`src/rtl/turbo_pkg.sv`:
```
// Shared definitions for the turbo encoder.
// Holds block and symbol sizing constants, the controller state encoding,
// and small helpers for the 4-state RSC trellis and the antipodal
// soft-symbol mapping.
package turbo_pkg;

  localparam int INPUT_SIZE  = 5;               // message bits per block
  localparam int EXTEND_SIZE = INPUT_SIZE + 2;  // message plus two tail steps
  localparam int SYM_W       = 4;               // signed soft symbol width
  localparam int AMP         = 7;               // symbol magnitude
  localparam int CNT_W       = 3;               // step counter width (0..6)
  localparam int BUS_W       = EXTEND_SIZE * SYM_W;

  typedef enum logic [1:0] {
    ST_IDLE   = 2'd0,
    ST_ENCODE = 2'd1,
    ST_DONE   = 2'd2
  } fsm_state_e;

  // Trellis state is {m1, m0}; the feedback bit a = u ^ m0 is shifted in at m1.
  function automatic logic [1:0] rsc_next(input logic [1:0] state, input logic u);
    return {u ^ state[0], state[1]};
  endfunction

  // Parity equals the feedback bit.
  function automatic logic rsc_parity(input logic [1:0] state, input logic u);
    return u ^ state[0];
  endfunction

  // Bit 1 -> +AMP, bit 0 -> -AMP in two's complement.
  function automatic logic [SYM_W-1:0] bit_to_sym(input logic b);
    logic [SYM_W-1:0] mag;
    mag = SYM_W'(AMP);
    return b ? mag : (~mag + 1'b1);
  endfunction

  // LSB position of symbol k on a bus; symbol 0 sits in the MSB nibble.
  function automatic int sym_lsb(input logic [CNT_W-1:0] k);
    return SYM_W * (EXTEND_SIZE - 1 - int'(k));
  endfunction

endpackage

```
`src/rtl/turbo_encoder_rsc_core.sv`:
```
// One 4-state recursive systematic convolutional encoder.
// Ports:
//   clk_i, reset_i : clock, asynchronous active-high reset
//   clear_i        : synchronously return the trellis state to 0
//   step_i         : advance the trellis by one input bit
//   u_i            : message bit (ignored while term_i is high)
//   term_i         : termination step, input forced to m0 so feedback is 0
//   sys_o          : systematic bit actually fed to the trellis
//   par_o          : parity bit for this step
//   state_o        : current trellis state {m1, m0}
module rsc_core
  import turbo_pkg::*;
(
  input  logic       clk_i,
  input  logic       reset_i,
  input  logic       clear_i,
  input  logic       step_i,
  input  logic       u_i,
  input  logic       term_i,
  output logic       sys_o,
  output logic       par_o,
  output logic [1:0] state_o
);

  logic [1:0] state_q;
  logic [1:0] state_d;
  logic       u_eff;

  always_comb begin
    // Choosing u = m0 during the tail zeroes the feedback, flushing the state.
    u_eff   = term_i ? state_q[0] : u_i;
    state_d = state_q;
    if (clear_i) begin
      state_d = 2'b00;
    end else if (step_i) begin
      state_d = rsc_next(state_q, u_eff);
    end
  end

  always_ff @(posedge clk_i or posedge reset_i) begin
    if (reset_i) begin
      state_q <= 2'b00;
    end else begin
      state_q <= state_d;
    end
  end

  assign sys_o   = u_eff;
  assign par_o   = rsc_parity(state_q, u_eff);
  assign state_o = state_q;

endmodule

```
`src/rtl/turbo_encoder.sv`:
```
// Parallel-concatenated turbo encoder: a 5-bit block is encoded by two
// identical terminated 4-state RSC encoders, the second on interleaved
// order, producing four 7-symbol soft-symbol buses.
// Ports:
//   clk_i, reset_i : clock, asynchronous active-high reset
//   read_en_i      : start request, honoured only while idle
//   data_i         : message, u[k] = data_i[k], latched at acceptance
//   sys_o, enc1_o  : natural-order systematic (with tail) and parity
//   sys2_o, enc2_o : interleaved systematic (with tail) and parity
//   busy_o         : block being encoded
//   finish_o       : one-cycle pulse, buses are final
module turbo_encoder
  import turbo_pkg::*;
#(
  // pi(i) = PERM[3i+2:3i]
  parameter logic [3*INPUT_SIZE-1:0] PERM = {3'd2, 3'd1, 3'd4, 3'd0, 3'd3}
) (
  input  logic                  clk_i,
  input  logic                  reset_i,
  input  logic                  read_en_i,
  input  logic [INPUT_SIZE-1:0] data_i,
  output logic [BUS_W-1:0]      sys_o,
  output logic [BUS_W-1:0]      enc1_o,
  output logic [BUS_W-1:0]      sys2_o,
  output logic [BUS_W-1:0]      enc2_o,
  output logic                  busy_o,
  output logic                  finish_o
);

  localparam logic [CNT_W-1:0] CNT_LAST = CNT_W'(EXTEND_SIZE - 1);
  localparam logic [CNT_W-1:0] CNT_MSG  = CNT_W'(INPUT_SIZE);

  fsm_state_e            state_q;
  logic [CNT_W-1:0]      cnt_q;
  logic [INPUT_SIZE-1:0] data_q;
  logic [BUS_W-1:0]      sys_q, enc1_q, sys2_q, enc2_q;
  logic                  busy_q, finish_q;

  // Interleaved message, fixed by the permutation table.
  logic [INPUT_SIZE-1:0] data_pi;
  for (genvar gi = 0; gi < INPUT_SIZE; gi++) begin : g_interleave
    assign data_pi[gi] = data_q[PERM[3*gi +: 3]];
  end

  logic       in_msg;
  logic       rsc_step, rsc_clear;
  logic       u1, u2;
  logic       sys1_bit, par1_bit, sys2_bit, par2_bit;
  logic [1:0] rsc1_state, rsc2_state;

  assign in_msg    = (cnt_q < CNT_MSG);
  assign u1        = in_msg ? data_q[cnt_q]  : 1'b0;
  assign u2        = in_msg ? data_pi[cnt_q] : 1'b0;
  assign rsc_step  = (state_q == ST_ENCODE);
  assign rsc_clear = (state_q == ST_IDLE) && read_en_i;

  rsc_core u_rsc1 (
    .clk_i   (clk_i),
    .reset_i (reset_i),
    .clear_i (rsc_clear),
    .step_i  (rsc_step),
    .u_i     (u1),
    .term_i  (!in_msg),
    .sys_o   (sys1_bit),
    .par_o   (par1_bit),
    .state_o (rsc1_state)
  );

  rsc_core u_rsc2 (
    .clk_i   (clk_i),
    .reset_i (reset_i),
    .clear_i (rsc_clear),
    .step_i  (rsc_step),
    .u_i     (u2),
    .term_i  (!in_msg),
    .sys_o   (sys2_bit),
    .par_o   (par2_bit),
    .state_o (rsc2_state)
  );

  always_ff @(posedge clk_i or posedge reset_i) begin
    if (reset_i) begin
      state_q  <= ST_IDLE;
      cnt_q    <= '0;
      data_q   <= '0;
      sys_q    <= '0;
      enc1_q   <= '0;
      sys2_q   <= '0;
      enc2_q   <= '0;
      busy_q   <= 1'b0;
      finish_q <= 1'b0;
    end else begin
      case (state_q)
        ST_IDLE: begin
          finish_q <= 1'b0;
          if (read_en_i) begin
            data_q  <= data_i;
            cnt_q   <= '0;
            sys_q   <= '0;
            enc1_q  <= '0;
            sys2_q  <= '0;
            enc2_q  <= '0;
            busy_q  <= 1'b1;
            state_q <= ST_ENCODE;
          end
        end
        ST_ENCODE: begin
          sys_q [sym_lsb(cnt_q) +: SYM_W] <= bit_to_sym(sys1_bit);
          enc1_q[sym_lsb(cnt_q) +: SYM_W] <= bit_to_sym(par1_bit);
          sys2_q[sym_lsb(cnt_q) +: SYM_W] <= bit_to_sym(sys2_bit);
          enc2_q[sym_lsb(cnt_q) +: SYM_W] <= bit_to_sym(par2_bit);
          cnt_q <= cnt_q + 1'b1;
          if (cnt_q == CNT_LAST) begin
            busy_q   <= 1'b0;
            finish_q <= 1'b1;
            state_q  <= ST_DONE;
          end
        end
        ST_DONE: begin
          // Start requests are not honoured here; IDLE samples them next.
          finish_q <= 1'b0;
          state_q  <= ST_IDLE;
        end
        default: begin
          state_q <= ST_IDLE;
        end
      endcase
    end
  end

  // Termination must have flushed both trellises by the time the block ends.
  always @(posedge clk_i) begin
    if (!reset_i && state_q == ST_DONE) begin
      assert (rsc1_state == 2'b00 && rsc2_state == 2'b00);
    end
  end

  assign sys_o    = sys_q;
  assign enc1_o   = enc1_q;
  assign sys2_o   = sys2_q;
  assign enc2_o   = enc2_q;
  assign busy_o   = busy_q;
  assign finish_o = finish_q;

endmodule

```
`config.mk`:
```
export PLATFORM = sky130hd
export DESIGN_NAME = turbo_encoder
export DESIGN_NICKNAME = d
export VERILOG_FILES = /design/src/rtl/turbo_pkg.sv /design/src/rtl/turbo_encoder_rsc_core.sv /design/src/rtl/turbo_encoder.sv
export SDC_FILE = /design/constraint.sdc
export NUM_CORES = 1
export LEC_CHECK = 0
export ABC_CLOCK_PERIOD_IN_PS = 3400
export BUFFER_PORTS_ARGS = -buffer_cell sky130_fd_sc_hd__buf_2
export CAP_MARGIN = 20
export CORE_ASPECT_RATIO = 0.7
export CORE_MARGIN = 3
export CORE_UTILIZATION = 52
export CTS_CLUSTER_DIAMETER = 120
export DETAILED_ROUTE_END_ITERATION = 8
export PLACE_DENSITY = 0.82
export SLEW_MARGIN = 0
export SYNTH_ARGS = -nofsm -noshare
export SYNTH_HDL_FRONTEND = slang
export SYNTH_SLANG_ARGS = --single-unit
```
`constraint.sdc`:
```
create_clock -name clk_i -period 3.4 [get_ports clk_i]
set_input_delay 0.68 -clock clk_i [delete_from_list [all_inputs] [get_ports clk_i]]
set_output_delay 0.68 -clock clk_i [all_outputs]
set_load 0.1 [all_outputs]
```
==> impl_summary.txt, run 1 <==
----------------------------------------------------
[Finish]
  Antenna cell count ... 0
  Area used by sequential logic in the layout ... 0.00198 mm2
  Fin cells ... 531
  Area growth from synthesis to layout ... 13.1%
  Share of post-route cells with drive strength above 1 ... 0.379
  Multi-input gate area in the final layout ... 0.00155 mm2
  Final core utilization ... 0.610
  # fillers ... 610
  Total number of nets in the final design ... 445

[Yosys]
  Synthesized area per cell ... 11.3 um2
  Simple-Gate Fraction of Synth Area ... 0.124
  Fraction of synthesized cell area in xor and xnor cells ... 0.0232
  Leading cell types by count after synthesis ... sky130_fd_sc_hd__dfrtp_1, sky130_fd_sc_hd__nand2_1, sky130_fd_sc_hd__buf_4
  Seq cells post-synth ... 79
  Portion of synthesized cell area occupied by the leading cell type ... 0.496
  Cell with the most instances after synthesis ... sky130_fd_sc_hd__dfrtp_1
  Post-synth design cell area ... 0.00399 mm2
  Compound-Gate Fraction of Synth Area ... 0.133
  Gate count after technology mapping ... 354
  Largest family of logic cells by synthesized area ... compound AO/OA/AOI/OAI gates
  Part of the Yosys area used for sequential elements ... 0.496
  Number of warnings printed during yosys synthesis ... 0
  Yosys top cell by area ... sky130_fd_sc_hd__dfrtp_1
  Adder-cell share of the synthesized area ... 0.0282
  Multiplexer share of the synthesized area ... 0.0791
  Leading register cell type out of synthesis ... sky130_fd_sc_hd__dfrtp_1
  Share of flip-flops with an asynchronous set or reset ... 1.00
  Unique cell type count in the Yosys netlist ... 47
  Ranking of synthesized cells by area ... sky130_fd_sc_hd__dfrtp_1, sky130_fd_sc_hd__buf_4, sky130_fd_sc_hd__mux2i_1
  Number of enable flip-flop cells after synthesis ... 0
  Post-Syn Nets ... 371

[Place]
  Total of buffers placed on input and output ports ... 121
  Final RePlAce weighted congestion ... 0.842
  HPWL Detailed ... 6660 um
  Number of placed instances, taps included ... 515

[Worst setup path]
  Category of cells accounting for the largest share of critical-path delay ... simple AND/OR/NAND/NOR gates
  Cell-by-cell listing of the critical path ... inv_1 > ha_1 > nand3_1 > ha_1 > nand4bb_1 > or3_1 > nor2_2 > a22o_1
  CP Class ... flip-flop to flip-flop
  Kind of capture point of the worst setup path ... flip-flop
  Critical path's slowest cell ... sky130_fd_sc_hd__dfrtp_1
  Critical path peak fanout ... 11
  Critical path's largest stage delay ... 0.56 ns
  Arr. time, crit path ... 3.37 ns
  Worst EP required ... 3.69 ns
  Buffers & Inverters on Critical Path ... 1
  Worst R2R Setup Slack ... 0.32 ns
  Cell occurring most often along the worst timing path ... sky130_fd_sc_hd__ha_1
  Type of origin of the critical path ... flip-flop

[CTS]
  CTS Hold Buffers Added ... 0
  Total clock sinks ... 79
  Clock latency reported for the late side of the worst-skew pair ... 0.36 ns
  Clock slew at reported path FFs ... 0.08 ns
  Cts repair resizes ... 0
  Number of buffers on the longest clock path ... 2
  H-Tree Level Count ... 3
  Root Driver ... sky130_fd_sc_hd__clkbuf_8
  TritonCTS clock tree ... built
  CTS Buf Count ... 9
  Buffer count from post-CTS setup fixing ... 0

[Timing]
  Final setup vio count ... 0
  Minimum clock period ... 3.08 ns
  Max Clk Rate ... 325 MHz
  Post-route setup TNS ... 0 ns
  Number of hold violations in the final report ... 0
  Transition time at the pin with the least slew margin ... 0.973 ns
  Share of the clock period used by the worst path ... 0.906
  Worst relative slew slack ... 0.352
  Skew final ... 0.00802 ns
  RSZ-0062 raised after global routing ... false
  Pins over their slew limit ... 0

[Routing]
  Drt drc ... 0
  Remaining antenna violation count ... 0
  Routed Wire Length ... 8980 um
  Via count ... 2919
  1st-pass router iterations ... 4
  Initial DRC count ... 160
  Average wire per standard cell ... 16.9 um
  Post-detailed-route via-to-cell ratio ... 5.50

[Floorplan]
  Initial Util ... 0.540
  Die span in y ... 79.3 um
  Width of the chip ... 111 um
  I/O pin cnt ... 122
  Site row count ... 26
  Core Footprint ... 0.00738 mm2
  Overall die area ... 0.00877 mm2

[Hold path]
  Path type of the worst min-delay path ... primary input to async pin

[Global routing]
  Global-route wire length before repair ... 14600 um
  Pin count of the biggest net entering global routing ... 39
  Antenna violations before repair ... 0
  Vias in the first global route ... 2792
  Total gr overflow ... 0
  Overall routing resource usage ... 0.213

[Run]
  Reported max-cap violation count ... 0

[Outcome]
  Result of the run ... finished, final reports clean

----------------------------------------------------
worst paths after layout:
check / cells past startpoint / startpoint / to
max in group asynchronous: 3 / reset_i / enc1_o[11]
hold reg to reg: 2 / u_rsc1.state_o[1] / u_rsc1.state_o[0]
min in group clk_i: 2 / u_rsc1.state_o[1] / u_rsc1.state_o[0]
hold / removal: 2 / reset_i / sys_o[0]
setup / recovery: 8 / cnt_q[0] / sys_o[23]
setup reg to reg: 8 / cnt_q[0] / sys_o[23]
state kept, by name (all words and copies together) (netlist names):
register / count
enc1_o: 14
busy_o: 1
enc2_o: 14
state_q: 2
cnt_q: 3
sys2_o: 14
sys_o: 21
finish_o: 1
u_rsc1.state_o: 2
data_q: 5
u_rsc2.state_o: 2
layer usage:
layer	up-vias	GRT usage	share of wire
met1	1451	0.303	0.46
met5	-	0	0
li1	1339	-	-
met4	0	0.0517	0.0082
met2	117	0.330	0.46
met3	12	0.0556	0.072
cells by family (layout without fill, tap and decap cells):
family	count (synthesis)	in the layout
and+or+nand+nor	100	100
DFF	79	79
xor gates and xnor gates	7	7
AOI/OAI and AO/OA	60	60
muxes	29	29
adders and majority gates	9	9
buffers and inverters	70	149
cells in the final DEF (no fill, tap or decap), drive strengths merged, types with 8 or more instances in the layout:
| cell type | instances |
|---|---|
| a22o | 25 |
| buf | 127 |
| clkbuf | 10 |
| dfrtp | 79 |
| ha | 9 |
| mux2i | 27 |
| nand2 | 63 |
| nand3 | 9 |
| nor2 | 8 |
| o21ai | 10 |
| o2bb2ai | 8 |
per-stage QoR:
stage                     area, um2  worst slack (ns)  hold WS, ns
after CTS                      4510             0.343        0.226
final                          4510             0.319        0.226
after global placement         4320             0.445        0.446
after global routing           4510            0.0115        0.236
after detailed placement       4320             0.361        0.460
after floorplan                3990             0.658        0.438
worst register-to-register path: cells and delay by family, from the launching register on:
family                     cells  cell delay, ns
AOI/OAI and AO/OA              1            0.20
adders and majority gates      2            0.86
buffers and inverters          1            0.24
DFF                            1            0.56
and+or+nand+nor                4            1.16
final cells by class:
type | instances | share of cell area
Tap cell | 98 | 0.0272
Sequential cell | 79 | 0.439
Timing Repair Buffer | 127 | 0.144
Clock buffer | 10 | 0.0283
Inverter | 6 | 0.00527
Clock inverter | 6 | 0.0136
Multi-Input combinational cell | 205 | 0.343
Power of run 1 is not shown: default switching activity piles up to over one toggle a cycle in this logic, so the estimate is an artifact.
==> run 2: changes to the inputs <==
Settings changed: CORE_UTILIZATION 52 to 51, PLACE_DENSITY 0.82 to 0.81, SYNTH_HIERARCHICAL set to 1.
==> run 2 against run 1 <==
Sequential cell count stayed put. Hold slack worse by 0.039 ns. First-iteration DRC count is 13% higher. Sequential share of layout area is 1.4 points higher. Via count is 5.4% lower. Wire length is 2.3% lower. Maximum frequency is 14% higher. Cell area is 3.1% lower. Worst setup slack better by 0.39 ns. Global-route usage hardly changed. Highest routed layer unchanged. Count of clock-buffer cells in the layout is 1 lower.
==> impl_summary.txt, run 2 <==
----------------------------------------------------
[Routing]
  1st-pass router iterations ... 4 (unchanged)
  Remaining antenna violation count ... 0 (unchanged)
  Post-detailed-route via-to-cell ratio ... 5.20 (-5.4%)
  Via count ... 2761 (-5.4%)
  Average wire per standard cell ... 16.5 um (-2.3%)
  Drt drc ... 0 (unchanged)
  Initial DRC count ... 180 (+13%)
  Routed Wire Length ... 8770 um (-2.3%)

[Worst setup path]
  Kind of capture point of the worst setup path ... flip-flop
  Worst EP required ... 3.63 ns (-0.06 ns)
  CP Class ... flip-flop to flip-flop
  Worst reg2reg path endpoint ... enc2_o[19]
  Critical path peak fanout ... 11 (unchanged)
  Startpoint of the most critical register-to-register path ... cnt_q[1]
  Cell depth of the worst flop-to-flop path ... 10 (+2)
  Worst R2R Setup Slack ... 0.71 ns (+0.39 ns)
  Type of origin of the critical path ... flip-flop
  Arr. time, crit path ... 2.92 ns (-0.45 ns)

[CTS]
  Clock slew at reported path FFs ... 0.08 ns (about the same)
  TritonCTS clock tree ... built
  Total clock sinks ... 79 (unchanged)
  Root Driver ... sky130_fd_sc_hd__clkbuf_8
  CTS Hold Buffers Added ... 0 (unchanged)
  Clock latency reported for the late side of the worst-skew pair ... 0.35 ns (about the same)
  Number of buffers on the longest clock path ... 2 (unchanged)
  H-Tree Level Count ... 3 (unchanged)
  CTS Buf Count ... 9 (unchanged)
  Buffer count from post-CTS setup fixing ... 0 (unchanged)
  Cts repair resizes ... 0 (unchanged)

[Yosys]
  Synthesized area per cell ... 10.6 um2 (-5.8%)
  Share of flip-flops with an asynchronous set or reset ... 1.00 (unchanged)
  Leading cell types by count after synthesis ... sky130_fd_sc_hd__dfrtp_1, sky130_fd_sc_hd__nand2_1, sky130_fd_sc_hd__buf_4
  Post-synth design cell area ... 0.00387 mm2 (-2.9%)
  Yosys top cell by area ... sky130_fd_sc_hd__dfrtp_1
  Portion of synthesized cell area occupied by the leading cell type ... 0.511 (+0.0149)
  Part of the Yosys area used for sequential elements ... 0.511 (+0.0149)
  Unique cell type count in the Yosys netlist ... 36 (-23%)
  Leading register cell type out of synthesis ... sky130_fd_sc_hd__dfrtp_1
  Number of warnings printed during yosys synthesis ... 6 (+6)
  Cell with the most instances after synthesis ... sky130_fd_sc_hd__dfrtp_1
  Number of enable flip-flop cells after synthesis ... 0 (unchanged)
  Post-Syn Nets ... 378 (+1.9%)
  Seq cells post-synth ... 79 (unchanged)
  Ranking of synthesized cells by area ... sky130_fd_sc_hd__dfrtp_1, sky130_fd_sc_hd__mux2i_1, sky130_fd_sc_hd__buf_4
  Gate count after technology mapping ... 365 (+3.1%)

[Finish]
  Most frequent standard cell in the layout excluding fill and tap cells ... sky130_fd_sc_hd__buf_2
  Antenna cell count ... 0 (unchanged)
  Max reg flops ... 21 (unchanged)
  Top library cells by usage in the layout, fill and taps aside ... sky130_fd_sc_hd__buf_2, sky130_fd_sc_hd__dfrtp_1, sky130_fd_sc_hd__nand2_1
  Fin cells ... 531 (unchanged)
  Total number of nets in the final design ... 445 (unchanged)
  Area growth from synthesis to layout ... 12.9%
  Share of post-route cells with drive strength above 1 ... 0.364 (-0.0149)

[Timing]
  Transition time at the pin with the least slew margin ... 0.614 ns (-0.358 ns)
  Worst relative slew slack ... 0.589 (+0.237)
  Pins over their slew limit ... 0 (unchanged)
  Skew final ... 0.00616 ns (-0.00186 ns)
  RSZ-0062 raised after global routing ... false
  Share of the clock period used by the worst path ... 0.792 (-0.114)
  Post-route setup TNS ... 0 ns (unchanged)
  Max Clk Rate ... 371 MHz (+14%)
  Number of hold violations in the final report ... 0 (unchanged)
  Final setup vio count ... 0 (unchanged)
  Minimum clock period ... 2.69 ns (-0.388 ns)

[Place]
  Final RePlAce weighted congestion ... 0.800 (-4.9%)
  HPWL Detailed ... 6150 um (-7.7%)
  Number of placed instances, taps included ... 515 (unchanged)
  Total of buffers placed on input and output ports ... 121 (unchanged)

[Floorplan]
  Initial Util ... 0.550 (+0.0100)
  Core Footprint ... 0.00704 mm2 (-4.7%)
  Die span in y ... 78.9 um (-0.47%)
  I/O pin cnt ... 122 (unchanged)
  Width of the chip ... 110 um (-0.48%)
  Site row count ... 25 (-3.8%)
  Overall die area ... 0.00869 mm2 (-0.95%)

[Global routing]
  Overall routing resource usage ... 0.213 (-0.000359)
  Global-route wire length before repair ... 13900 um (-4.5%)
  Vias in the first global route ... 2650 (-5.1%)
  Antenna violations before repair ... 0 (unchanged)
  Pin count of the biggest net entering global routing ... 53 (+36%)
  Total gr overflow ... 0 (unchanged)

[Hold path]
  Path type of the worst min-delay path ... primary input to async pin

[Outcome]
  Result of the run ... finished, final reports clean

[Run]
  Reported max-cap violation count ... 0 (unchanged)

----------------------------------------------------
run 2: worst max-delay path by stage:
stage | start | endpoint | slack, ns
after floorplan | reset_i | busy_o | 0.81
after global placement | cnt_q[1] | enc2_o[19] | 0.92
after detailed placement | cnt_q[1] | enc2_o[19] | 0.71
after CTS | cnt_q[1] | enc2_o[19] | 0.73
after global routing | cnt_q[1] | enc2_o[19] | 0.44
final | cnt_q[1] | enc2_o[19] | 0.71
run 2: stage by stage:
| step | setup slack [ns] | area, um2 | hold WS [ns] | util |
|---|---|---|---|---|
| after CTS | 0.726 | 4370 | 0.173 | 0.621 |
| after detailed placement | 0.711 | 4160 | 0.475 | 0.592 |
| final | 0.707 | 4370 | 0.187 | 0.621 |
| after floorplan | 0.810 | 3870 | 0.421 | - |
| after global placement | 0.918 | 4160 | 0.474 | 0.592 |
| after global routing | 0.439 | 4370 | 0.172 | 0.621 |
run 2: worst max-delay path, cell delays in order, from the launching register on:
cell                      delay, ns
sky130_fd_sc_hd__dfrtp_1       0.56
sky130_fd_sc_hd__inv_1         0.13
sky130_fd_sc_hd__ha_1          0.22
sky130_fd_sc_hd__a21oi_1       0.24
sky130_fd_sc_hd__inv_1         0.18
sky130_fd_sc_hd__a21oi_1       0.21
sky130_fd_sc_hd__xnor2_1       0.10
sky130_fd_sc_hd__nor2_1        0.48
sky130_fd_sc_hd__inv_1         0.23
sky130_fd_sc_hd__nand3_1       0.13
sky130_fd_sc_hd__o21ai_0       0.08
run 2: final cells by class:
cell class	instances	area, um2
clock buffers	9	124
clock inverters	7	81.3
fillers	603	2670
inverters	15	56.3
multi-input cells	203	1370
flip-flops and latches	79	1980
well taps	94	118
repair buffers	124	641
run 2: routing by layer:
metal | part of all wire | track usage | wire [um]
met1 | 0.45 | 0.304 | 3970
met2 | 0.46 | 0.328 | 4040
met3 | 0.077 | 0.0487 | 676
met4 | 0.0091 | 0.0566 | 80
met5 | 0 | 0 | 0
run 2: logic make-up after synthesis:
| family | count (synthesis) | share of synthesized area |
|---|---|---|
| buf+inv | 83 | 0.134 |
| flops | 79 | 0.511 |
| compound gates | 27 | 0.0427 |
| simple gates | 110 | 0.134 |
| mux | 59 | 0.157 |
| xor+xnor | 2 | 0.00453 |
| fa+ha+maj | 5 | 0.0162 |
Power of run 2 is left out for the same reason.
==> run 3: changes to the inputs <==
Settings changed: ABC_CLOCK_PERIOD_IN_PS 3400 to 2630.
Clock period 3.4 ns to 2.63 ns, I/O delays scaled along.
==> run 3 against run 2 <==
Cell area increased by 1.2%. Non-clock buffer count grew 5. Wire length grew 1.2%. Via count grew 1.4%. Sequential share of layout area is 0.54 points lower. Critical path depth is 1 higher. Hold slack got worse by 0.15 ns. Clock skew rose by 0.0037 ns. First-iteration DRC count decreased by 25%. Sequential cell count stayed put. Utilization up 0.75 points. Die area stayed put.
==> impl_summary.txt, run 3 (synthesis results as in run 2) <==
----------------------------------------------------
[Outcome]
  Result of the run ... finished, final reports clean

[CTS]
  Total clock sinks ... 79 (unchanged)
  CTS Buf Count ... 9 (unchanged)
  Cts repair resizes ... 0 (unchanged)
  Root Driver ... sky130_fd_sc_hd__clkbuf_8
  CTS Hold Buffers Added ... 0 (unchanged)
  Clock latency reported for the late side of the worst-skew pair ... 0.35 ns (about the same)
  Buffer count from post-CTS setup fixing ... 0 (unchanged)
  Number of buffers on the longest clock path ... 2 (unchanged)
  TritonCTS clock tree ... built
  Clock slew at reported path FFs ... 0.08 ns (about the same)
  H-Tree Level Count ... 3 (unchanged)

[Finish]
  # fillers ... 570 (-5.5%)
  Antenna cell count ... 0 (unchanged)
  Area growth from synthesis to layout ... 14.3%
  Total number of nets in the final design ... 450 (+1.1%)
  Most frequent standard cell in the layout excluding fill and tap cells ... sky130_fd_sc_hd__buf_2
  Top library cells by usage in the layout, fill and taps aside ... sky130_fd_sc_hd__buf_2, sky130_fd_sc_hd__dfrtp_1, sky130_fd_sc_hd__nand2_1
  Final core utilization ... 0.628 (+0.00747)
  Fin cells ... 536 (+0.94%)
  Max reg flops ... 21 (unchanged)
  Share of post-route cells with drive strength above 1 ... 0.369 (+0.00493)

[Worst setup path]
  Cell depth of the worst flop-to-flop path ... 11 (+1)
  Arr. time, crit path ... 2.55 ns (-0.37 ns)
  Critical path startpoint ... cnt_q[1]
  Kind of capture point of the worst setup path ... flip-flop
  CP Class ... flip-flop to flip-flop
  Worst reg2reg path endpoint ... enc2_o[19]
  Critical path peak fanout ... 11 (unchanged)
  Capture point of the worst path ... enc2_o[19]
  Startpoint of the most critical register-to-register path ... cnt_q[1]
  Worst EP required ... 2.85 ns (-0.78 ns)
  Worst R2R Setup Slack ... 0.31 ns (-0.40 ns)
  Type of origin of the critical path ... flip-flop

[Place]
  HPWL Detailed ... 6440 um (+4.8%)
  Total of buffers placed on input and output ports ... 121 (unchanged)
  Number of placed instances, taps included ... 520 (+0.97%)
  Minimum setup slack after placement ... 0.289 ns (-0.422 ns)
  Final RePlAce weighted congestion ... 0.885 (+11%)

[Timing]
  Max Clk Rate ... 431 MHz (+16%)
  Number of hold violations in the final report ... 0 (unchanged)
  Pins over their slew limit ... 0 (unchanged)
  Worst relative slew slack ... 0.554 (-0.0346)
  Minimum clock period ... 2.32 ns (-0.370 ns)
  Skew final ... 0.00982 ns (+0.00365 ns)
  RSZ-0062 raised after global routing ... false
  PnR worst setup slack ... 0.307 ns (-0.400 ns)
  Final setup vio count ... 0 (unchanged)
  Transition time at the pin with the least slew margin ... 0.667 ns (+0.0523 ns)
  Post-route setup TNS ... 0 ns (unchanged)
  Share of the clock period used by the worst path ... 0.883 (+0.0913)

[Routing]
  Drt drc ... 0 (unchanged)
  1st-pass router iterations ... 4 (unchanged)
  Average wire per standard cell ... 16.6 um (+0.30%)
  Post-detailed-route via-to-cell ratio ... 5.23 (+0.50%)
  Via count ... 2801 (+1.4%)
  Initial DRC count ... 135 (-25%)
  Remaining antenna violation count ... 0 (unchanged)
  Routed Wire Length ... 8880 um (+1.2%)

[Floorplan]
  Site row count ... 25 (unchanged)
  Width of the chip ... 110 um (unchanged)
  I/O pin cnt ... 122 (unchanged)
  Die span in y ... 78.9 um (unchanged)
  Initial Util ... 0.550 (unchanged)
  Overall die area ... 0.00869 mm2 (unchanged)
  Core Footprint ... 0.00704 mm2 (unchanged)

[Global routing]
  Global-route wire length before repair ... 14000 um (+0.89%)
  Overall routing resource usage ... 0.212 (-0.000286)
  Pin count of the biggest net entering global routing ... 39 (-26%)
  Antenna violations before repair ... 0 (unchanged)
  Vias in the first global route ... 2670 (+0.75%)
  Total gr overflow ... 0 (unchanged)

[Run]
  Reported max-cap violation count ... 0 (unchanged)

[Hold path]
  Path type of the worst min-delay path ... primary input to async pin

----------------------------------------------------
run 3: cell type report:
| type | instances | area [um2] | area share |
|---|---|---|---|
| sequential | 79 | 1980 | 0.447 |
| inverter | 15 | 56.3 | 0.0127 |
| tap | 94 | 118 | 0.0266 |
| timing repair buffer | 129 | 678 | 0.153 |
| clock inverter | 6 | 92.6 | 0.0209 |
| multi-input combinational | 203 | 1370 | 0.310 |
| clock buffer | 10 | 128 | 0.0289 |
run 3: how the worst min path moves through the flow:
stage | from | endpoint | slack, ns
floorplan | reset_i | u_rsc1/state_o[0] | 0.27
global placement | reset_i | u_rsc1/state_o[1] | 0.41
detailed placement | reset_i | u_rsc1/state_o[1] | 0.42
CTS | reset_i | u_rsc1/state_o[0] | 0.03
global route | reset_i | u_rsc1/state_o[0] | 0.03
finish | reset_i | u_rsc1/state_o[0] | 0.04
run 3: layer usage:
metal / part of all wire / vias to the layer above / wire length [um] / GRT usage
li1: - / 1297 / - / -
met1: 0.48 / 1380 / 4230 / 0.321
met2: 0.43 / 117 / 3810 / 0.308
met3: 0.085 / 7 / 752 / 0.0601
met4: 0.0096 / 0 / 85 / 0.0381
met5: 0 / - / 0 / 0
run 3: critical path, stage by stage, from the launching register on:
cell                      delay, ns
sky130_fd_sc_hd__dfrtp_1       0.56
sky130_fd_sc_hd__inv_1         0.12
sky130_fd_sc_hd__ha_1          0.21
sky130_fd_sc_hd__a21oi_1       0.22
sky130_fd_sc_hd__inv_1         0.16
sky130_fd_sc_hd__a21oi_1       0.22
sky130_fd_sc_hd__xnor2_1       0.11
sky130_fd_sc_hd__nor2_1        0.17
sky130_fd_sc_hd__buf_4         0.18
sky130_fd_sc_hd__inv_1         0.11
sky130_fd_sc_hd__nand3_1       0.08
sky130_fd_sc_hd__o21ai_0       0.08
run 3: through the flow:
stage	hold WS [ns]	instance area (um2)
6_report	0.0420	4420
5_1_grt	0.0304	4420
4_1_cts	0.0322	4420
3_5_place_dp	0.417	4200
3_3_place_gp	0.410	4200
2_1_floorplan	0.267	3870
Power of run 3 is left out for the same reason.
